--- src/rtl/sbox_round_sched.sv ---
// Time-multiplexes one shared DES S-box lookup unit across the eight S-box
// positions of a round: issues eight 6-bit lookups and gathers the 32-bit result.
module sbox_round_sched #(
    parameter int unsigned LOOKUP_LAT = 0
) (
    input  logic        clk,
    input  logic        rst,
    input  logic        in_valid,
    output logic        in_ready,
    input  logic [1:48] in_data,
    output logic [2:0]  sbox_sel,
    output logic [1:6]  sbox_in,
    input  logic [1:4]  sbox_out,
    output logic        out_valid,
    input  logic        out_ready,
    output logic [1:32] out_data,
    output logic        busy
);

    typedef enum logic [1:0] {IDLE, ISSUE, DRAIN, DONE} state_t;

    state_t      state, state_nxt;
    logic [1:48] shadow;
    logic [2:0]  issue_cnt;
    logic [2:0]  cap_cnt;
    logic        cap_vld;
    logic [2:0]  cap_idx;
    logic [1:6]  next_field;
    logic        accept;
    logic        last_cap;

    assign accept   = in_valid & in_ready;
    assign last_cap = cap_vld & (cap_cnt == 3'd7);
    assign busy     = (state != IDLE);

    // Address field for the lookup following the current one.
    always_comb begin
        next_field = '0;
        for (int unsigned j = 0; j < 8; j++) begin
            if (issue_cnt + 3'd1 == 3'(j))
                next_field = shadow[6*j+1 +: 6];
        end
    end

    // Capture strobe: the issue cycle itself, or the tail of the index delay line.
    generate
        if (LOOKUP_LAT == 0) begin : g_comb_lookup
            assign cap_vld = (state == ISSUE);
            assign cap_idx = issue_cnt;
        end else begin : g_reg_lookup
            logic [LOOKUP_LAT-1:0] dly_vld;
            logic [2:0]            dly_idx [LOOKUP_LAT];

            always_ff @(posedge clk or posedge rst) begin
                if (rst) begin
                    dly_vld <= '0;
                    for (int unsigned i = 0; i < LOOKUP_LAT; i++)
                        dly_idx[i] <= '0;
                end else begin
                    dly_vld[0] <= (state == ISSUE);
                    dly_idx[0] <= issue_cnt;
                    for (int unsigned i = 1; i < LOOKUP_LAT; i++) begin
                        dly_vld[i] <= dly_vld[i-1];
                        dly_idx[i] <= dly_idx[i-1];
                    end
                end
            end

            assign cap_vld = dly_vld[LOOKUP_LAT-1];
            assign cap_idx = dly_idx[LOOKUP_LAT-1];
        end
    endgenerate

    always_ff @(posedge clk or posedge rst) begin
        if (rst)
            state <= IDLE;
        else
            state <= state_nxt;
    end

    always_comb begin
        state_nxt = state;
        in_ready  = 1'b0;
        out_valid = 1'b0;
        case (state)
            IDLE: begin
                in_ready = 1'b1;
                if (in_valid)
                    state_nxt = ISSUE;
            end
            ISSUE: begin
                if (issue_cnt == 3'd7)
                    state_nxt = (LOOKUP_LAT == 0) ? DONE : DRAIN;
            end
            DRAIN: begin
                if (last_cap)
                    state_nxt = DONE;
            end
            DONE: begin
                out_valid = 1'b1;
                if (out_ready)
                    state_nxt = IDLE;
            end
            default: state_nxt = IDLE;
        endcase
    end

    always_ff @(posedge clk or posedge rst) begin
        if (rst) begin
            shadow    <= '0;
            issue_cnt <= '0;
            cap_cnt   <= '0;
            sbox_sel  <= '0;
            sbox_in   <= '0;
            out_data  <= '0;
        end else if (accept) begin
            // First lookup is presented straight from the input word.
            shadow    <= in_data;
            out_data  <= '0;
            issue_cnt <= '0;
            cap_cnt   <= '0;
            sbox_sel  <= '0;
            sbox_in   <= in_data[1:6];
        end else begin
            if (state == ISSUE) begin
                issue_cnt <= issue_cnt + 3'd1;
                if (issue_cnt != 3'd7) begin
                    sbox_sel <= issue_cnt + 3'd1;
                    sbox_in  <= next_field;
                end
            end
            if (cap_vld) begin
                cap_cnt <= cap_cnt + 3'd1;
                for (int unsigned j = 0; j < 8; j++) begin
                    if (cap_idx == 3'(j))
                        out_data[4*j+1 +: 4] <= sbox_out;
                end
            end
        end
    end

endmodule

--- config.mk ---
export PLATFORM = sky130hd
export DESIGN_NAME = sbox_round_sched
export DESIGN_NICKNAME = d
export VERILOG_FILES = /design/src/rtl/sbox_round_sched.sv
export SDC_FILE = /design/constraint.sdc
export NUM_CORES = 1
export LEC_CHECK = 0
export CORE_MARGIN = 4
export CORE_UTILIZATION = 34
export DETAILED_ROUTE_END_ITERATION = 6
export SLEW_MARGIN = 40
export SYNTH_ARGS = -nofsm -noshare
export SYNTH_HDL_FRONTEND = slang
export SYNTH_SLANG_ARGS = --single-unit
--- constraint.sdc ---
create_clock -name clk -period 3.25 [get_ports clk]
set_clock_uncertainty 0.15 [all_clocks]
set_input_delay 0.65 -clock clk [delete_from_list [all_inputs] [get_ports clk]]
set_output_delay 0.65 -clock clk [all_outputs]
set_load 0.05 [all_outputs]
==> results.sh <==
export IMPL_status="finished, final reports clean"
export IMPL_worstSetupStartpointType="flop"
export IMPL_die_x_um=123
export IMPL_cts_sinks=94
export IMPL_fmax_ghz=0.347
export IMPL_netlist_top_cells_area="dfrtp_1, nand2_1, a21oi_1"
export IMPL_die_area_mm2=0.0151
export IMPL_crit_family="buffers and inverters"
export IMPL_power_per_cell_area_mw_per_mm2=1090
export IMPL_wl_um=12300
export IMPL_fp_dieH_um=123
export IMPL_synth_nets=566
export IMPL_synth_top_area_share_pct=52.4
export IMPL_diodes=0
export IMPL_initial_core_util_pct=35.2
export IMPL_p_int_mw=3.52
export IMPL_rsz0062_at_grt="no"
export IMPL_nNetsFinal=654
export IMPL_tightest_slew_ns=0.549
export IMPL_period_minus_slack_ns=2.89
export IMPL_crit_start="state[0]"
export IMPL_route_detailed_drc=0
export IMPL_gp_congestion=0.871
export IMPL_arrival_ns=2.09
export IMPL_ys_flop_type="dfrtp_1"
export IMPL_hold_violations=0
export IMPL_clk_latency_ns=0.34
export IMPL_pwr_share_clk_pct=15.1
export IMPL_first_pass_iters=4
export IMPL_clk_pin_slew_worst_paths_ns=0.06
export IMPL_antenna_found_initial=0
export IMPL_finalCritPeriodShare_pct=88.8
export IMPL_synth_area_mm2=0.00449
export IMPL_hold_depth=2
export IMPL_critPathBufInv=3
export IMPL_criticalPathCategory="reg -> out"
export IMPL_routedWlPerCell_um=16.2
export IMPL_synth_warnings=0
export IMPL_endpoint_kind="output pin"
export IMPL_hold_end="shadow[10]"
export IMPL_seq_area_frac_synth_pct=52.4
export IMPL_async_flop_share_pct=100
export IMPL_power_share_combinational_pct=53.7
export IMPL_rows=41
export IMPL_ctsResizeCount=0
export IMPL_syn_area_per_cell_um2=9.04
export IMPL_grt_overflow=0
export IMPL_cts_setup_buffers=0
export IMPL_drive_above_1_share_pct=4.92
export IMPL_num_io_pins=100
export IMPL_max_cap_violations=0
export IMPL_core_region_area_mm2=0.0128
export IMPL_regToRegEndpoint="sbox_in[3]"
export IMPL_vias=3749
export IMPL_crit_slowest_cell="clkdlybuf4s50_1"
export IMPL_grt_pass1_vias=3792
export IMPL_irDropWorstVdd_uv=465
export IMPL_drv_slew=0
export IMPL_worstPathMaxFanout=5
export IMPL_ys_types=30
export IMPL_rrSetupSlack_ns=0.73
export IMPL_p_sw_mw=2.94
export IMPL_cp_slowest_stage_delay_ns=0.82
export IMPL_io_buffer_count=99
export IMPL_yosysTopAreaCell="dfrtp_1"
export IMPL_ff2ff_path_depth=7
export IMPL_crit_chain="inv_1 -> ha_1 -> inv_1 -> clkdlybuf4s50_1"
export IMPL_grt_usage_pct=16.8
export IMPL_synth_edf_count=0
export IMPL_drtIter0Drc=249
export IMPL_p_seq_share_pct=31.2
export IMPL_worstReg2RegStart="cap_idx[0]"
export IMPL_syn_to_final_growth_pct=31.5
export IMPL_hold_path_class="reg -> reg"
export IMPL_clock_path_buffers=2
export IMPL_min_delay_start="shadow[10]"
export IMPL_crit_required_ns=2.45
export IMPL_h_tree_depth=3
export IMPL_fin_tns_setup_ns=0
export IMPL_slew_headroom_pct=63.3
export IMPL_grt_pass1_wl_um=19800
export IMPL_hpwlAfterDp_um=9020
export IMPL_grt_max_degree=47
export IMPL_cts_tree="done"
export IMPL_postRouteAntennaNets=0
export IMPL_p_leak_nw=2.73
export IMPL_avgViaCountPerCell=4.93
export IMPL_p_sw_share_pct=45.5
export IMPL_crit_top_cell="inv_1"
export IMPL_cts_hold_buf=0
export IMPL_finalPower_mw=6.46
export IMPL_syn_inst=497
export IMPL_setup_viol=0
export IMPL_cts_buffers=9
export IMPL_clockRootBuffer="clkbuf_16"
export IMPL_ys_seq_elements=94
==> synthesized netlist by cell type, types with 2 or more instances <==
| library cell | number |
|---|---|
| nor3b_1 | 6 |
| ha_1 | 13 |
| a211oi_1 | 9 |
| nor2b_1 | 10 |
| o22a_1 | 6 |
| a21boi_0 | 6 |
| o21ai_1 | 6 |
| o32ai_1 | 6 |
| o21bai_1 | 6 |
| mux2i_1 | 14 |
| inv_1 | 26 |
| buf_6 | 2 |
| nor2_1 | 26 |
| buf_2 | 15 |
| buf_4 | 2 |
| nand2_1 | 135 |
| nand3_1 | 23 |
| o21ai_0 | 25 |
| a221oi_1 | 6 |
| a21oi_1 | 39 |
| clkbuf_1 | 14 |
| dfrtp_1 | 94 |
==> layout make-up <==
class / instances / area, um2
Clock buffer: 14 / 264
Clock inverter: 1 / 5.00
Fill cell: 1267 / 6870
Inverter: 26 / 98.8
Multi-Input combinational cell: 343 / 1880
Sequential cell: 94 / 2350
Tap cell: 172 / 215
Timing Repair Buffer: 111 / 1090
==> cell families (layout without fill, tap and decap cells) <==
group	after synthesis	in the layout	share of synthesized area, %
AO/OA/AOI/OAI	110	110	15.4
XOR/XNOR	1	1	0.195
multiplexers	14	14	3.12
flip-flops	94	94	52.4
AND/OR/NAND/NOR	205	205	19.3
buffers and inverters	60	152	5.96
adder cells (fa/ha/maj)	13	13	3.62
==> registers in the layout, summed over array words and instances, names as in the netlist <==
name	count
sbox_in	6
state	2
cap_idx	3
out_data	32
shadow	48
sbox_sel	3
==> power groups by stage <==
stage / clock network (mW) / logic [mW] / registers (mW)
5_1_grt: 1.04 / 3.78 / 2.08
3_5_place_dp: 0 / 3.47 / 2.04
6_report: 0.975 / 3.47 / 2.02
2_1_floorplan: 0 / 1.83 / 2.63
4_1_cts: 0.996 / 3.49 / 2.03
3_3_place_gp: 0 / 3.45 / 2.03
==> worst max path at each step <==
stage,to,slack (ns),cells after the start
6_report,busy,0.36,4
4_1_cts,busy,0.34,4
3_3_place_gp,sbox_in[5],0.77,7
5_1_grt,busy,0.27,4
2_1_floorplan,cap_idx[0],0.001,1
3_5_place_dp,sbox_in[4],0.72,7
==> metrics by stage <==
stage / hold slack [ns] / instances / utilization [%] / setup WS [ns] / area, um2
3_3_place_gp: 0.317 / 746 / 44.1 / 0.774 / 5640
5_1_grt: 0.350 / 761 / 46.2 / 0.265 / 5910
2_1_floorplan: 0.296 / 497 / - / 0.00133 / 4490
4_1_cts: 0.336 / 761 / 46.2 / 0.343 / 5910
3_5_place_dp: 0.318 / 746 / 44.1 / 0.715 / 5640
6_report: 0.333 / 761 / 46.2 / 0.364 / 5910
==> worst register-to-register path, stage by stage (launching register included) <==
cell	delay (ns)
dfrtp_1	0.45
ha_1	0.27
ha_1	0.52
and2b_1	0.29
o32ai_1	0.29
a221oi_1	0.15
o22a_1	0.19
o21ai_1	0.13
==> metal layers <==
metal | GRT usage (%) | vias up | part of all wire (%)
met5 | 0 | - | 0
li1 | - | 1824 | -
met4 | 7.28 | 0 | 2.5
met3 | 2.93 | 25 | 5.8
met1 | 24.5 | 1785 | 47
met2 | 24.5 | 115 | 45
==> layout by cell type (no fill, tap or decap), types with 9 or more instances in the layout <==
master | netlist | layout
nor2b_1 | 10 | 10
buf_4 | 2 | 11
o21ai_0 | 25 | 25
a21oi_1 | 39 | 39
nand2_1 | 135 | 135
clkbuf_16 | 0 | 9
inv_1 | 26 | 25
dfrtp_1 | 94 | 94
nand3_1 | 23 | 23
nor2_1 | 26 | 26
a211oi_1 | 9 | 9
mux2i_1 | 14 | 14
ha_1 | 13 | 13
clkdlybuf4s50_1 | 0 | 99
Note: power is estimated with default switching activity, not from simulation.
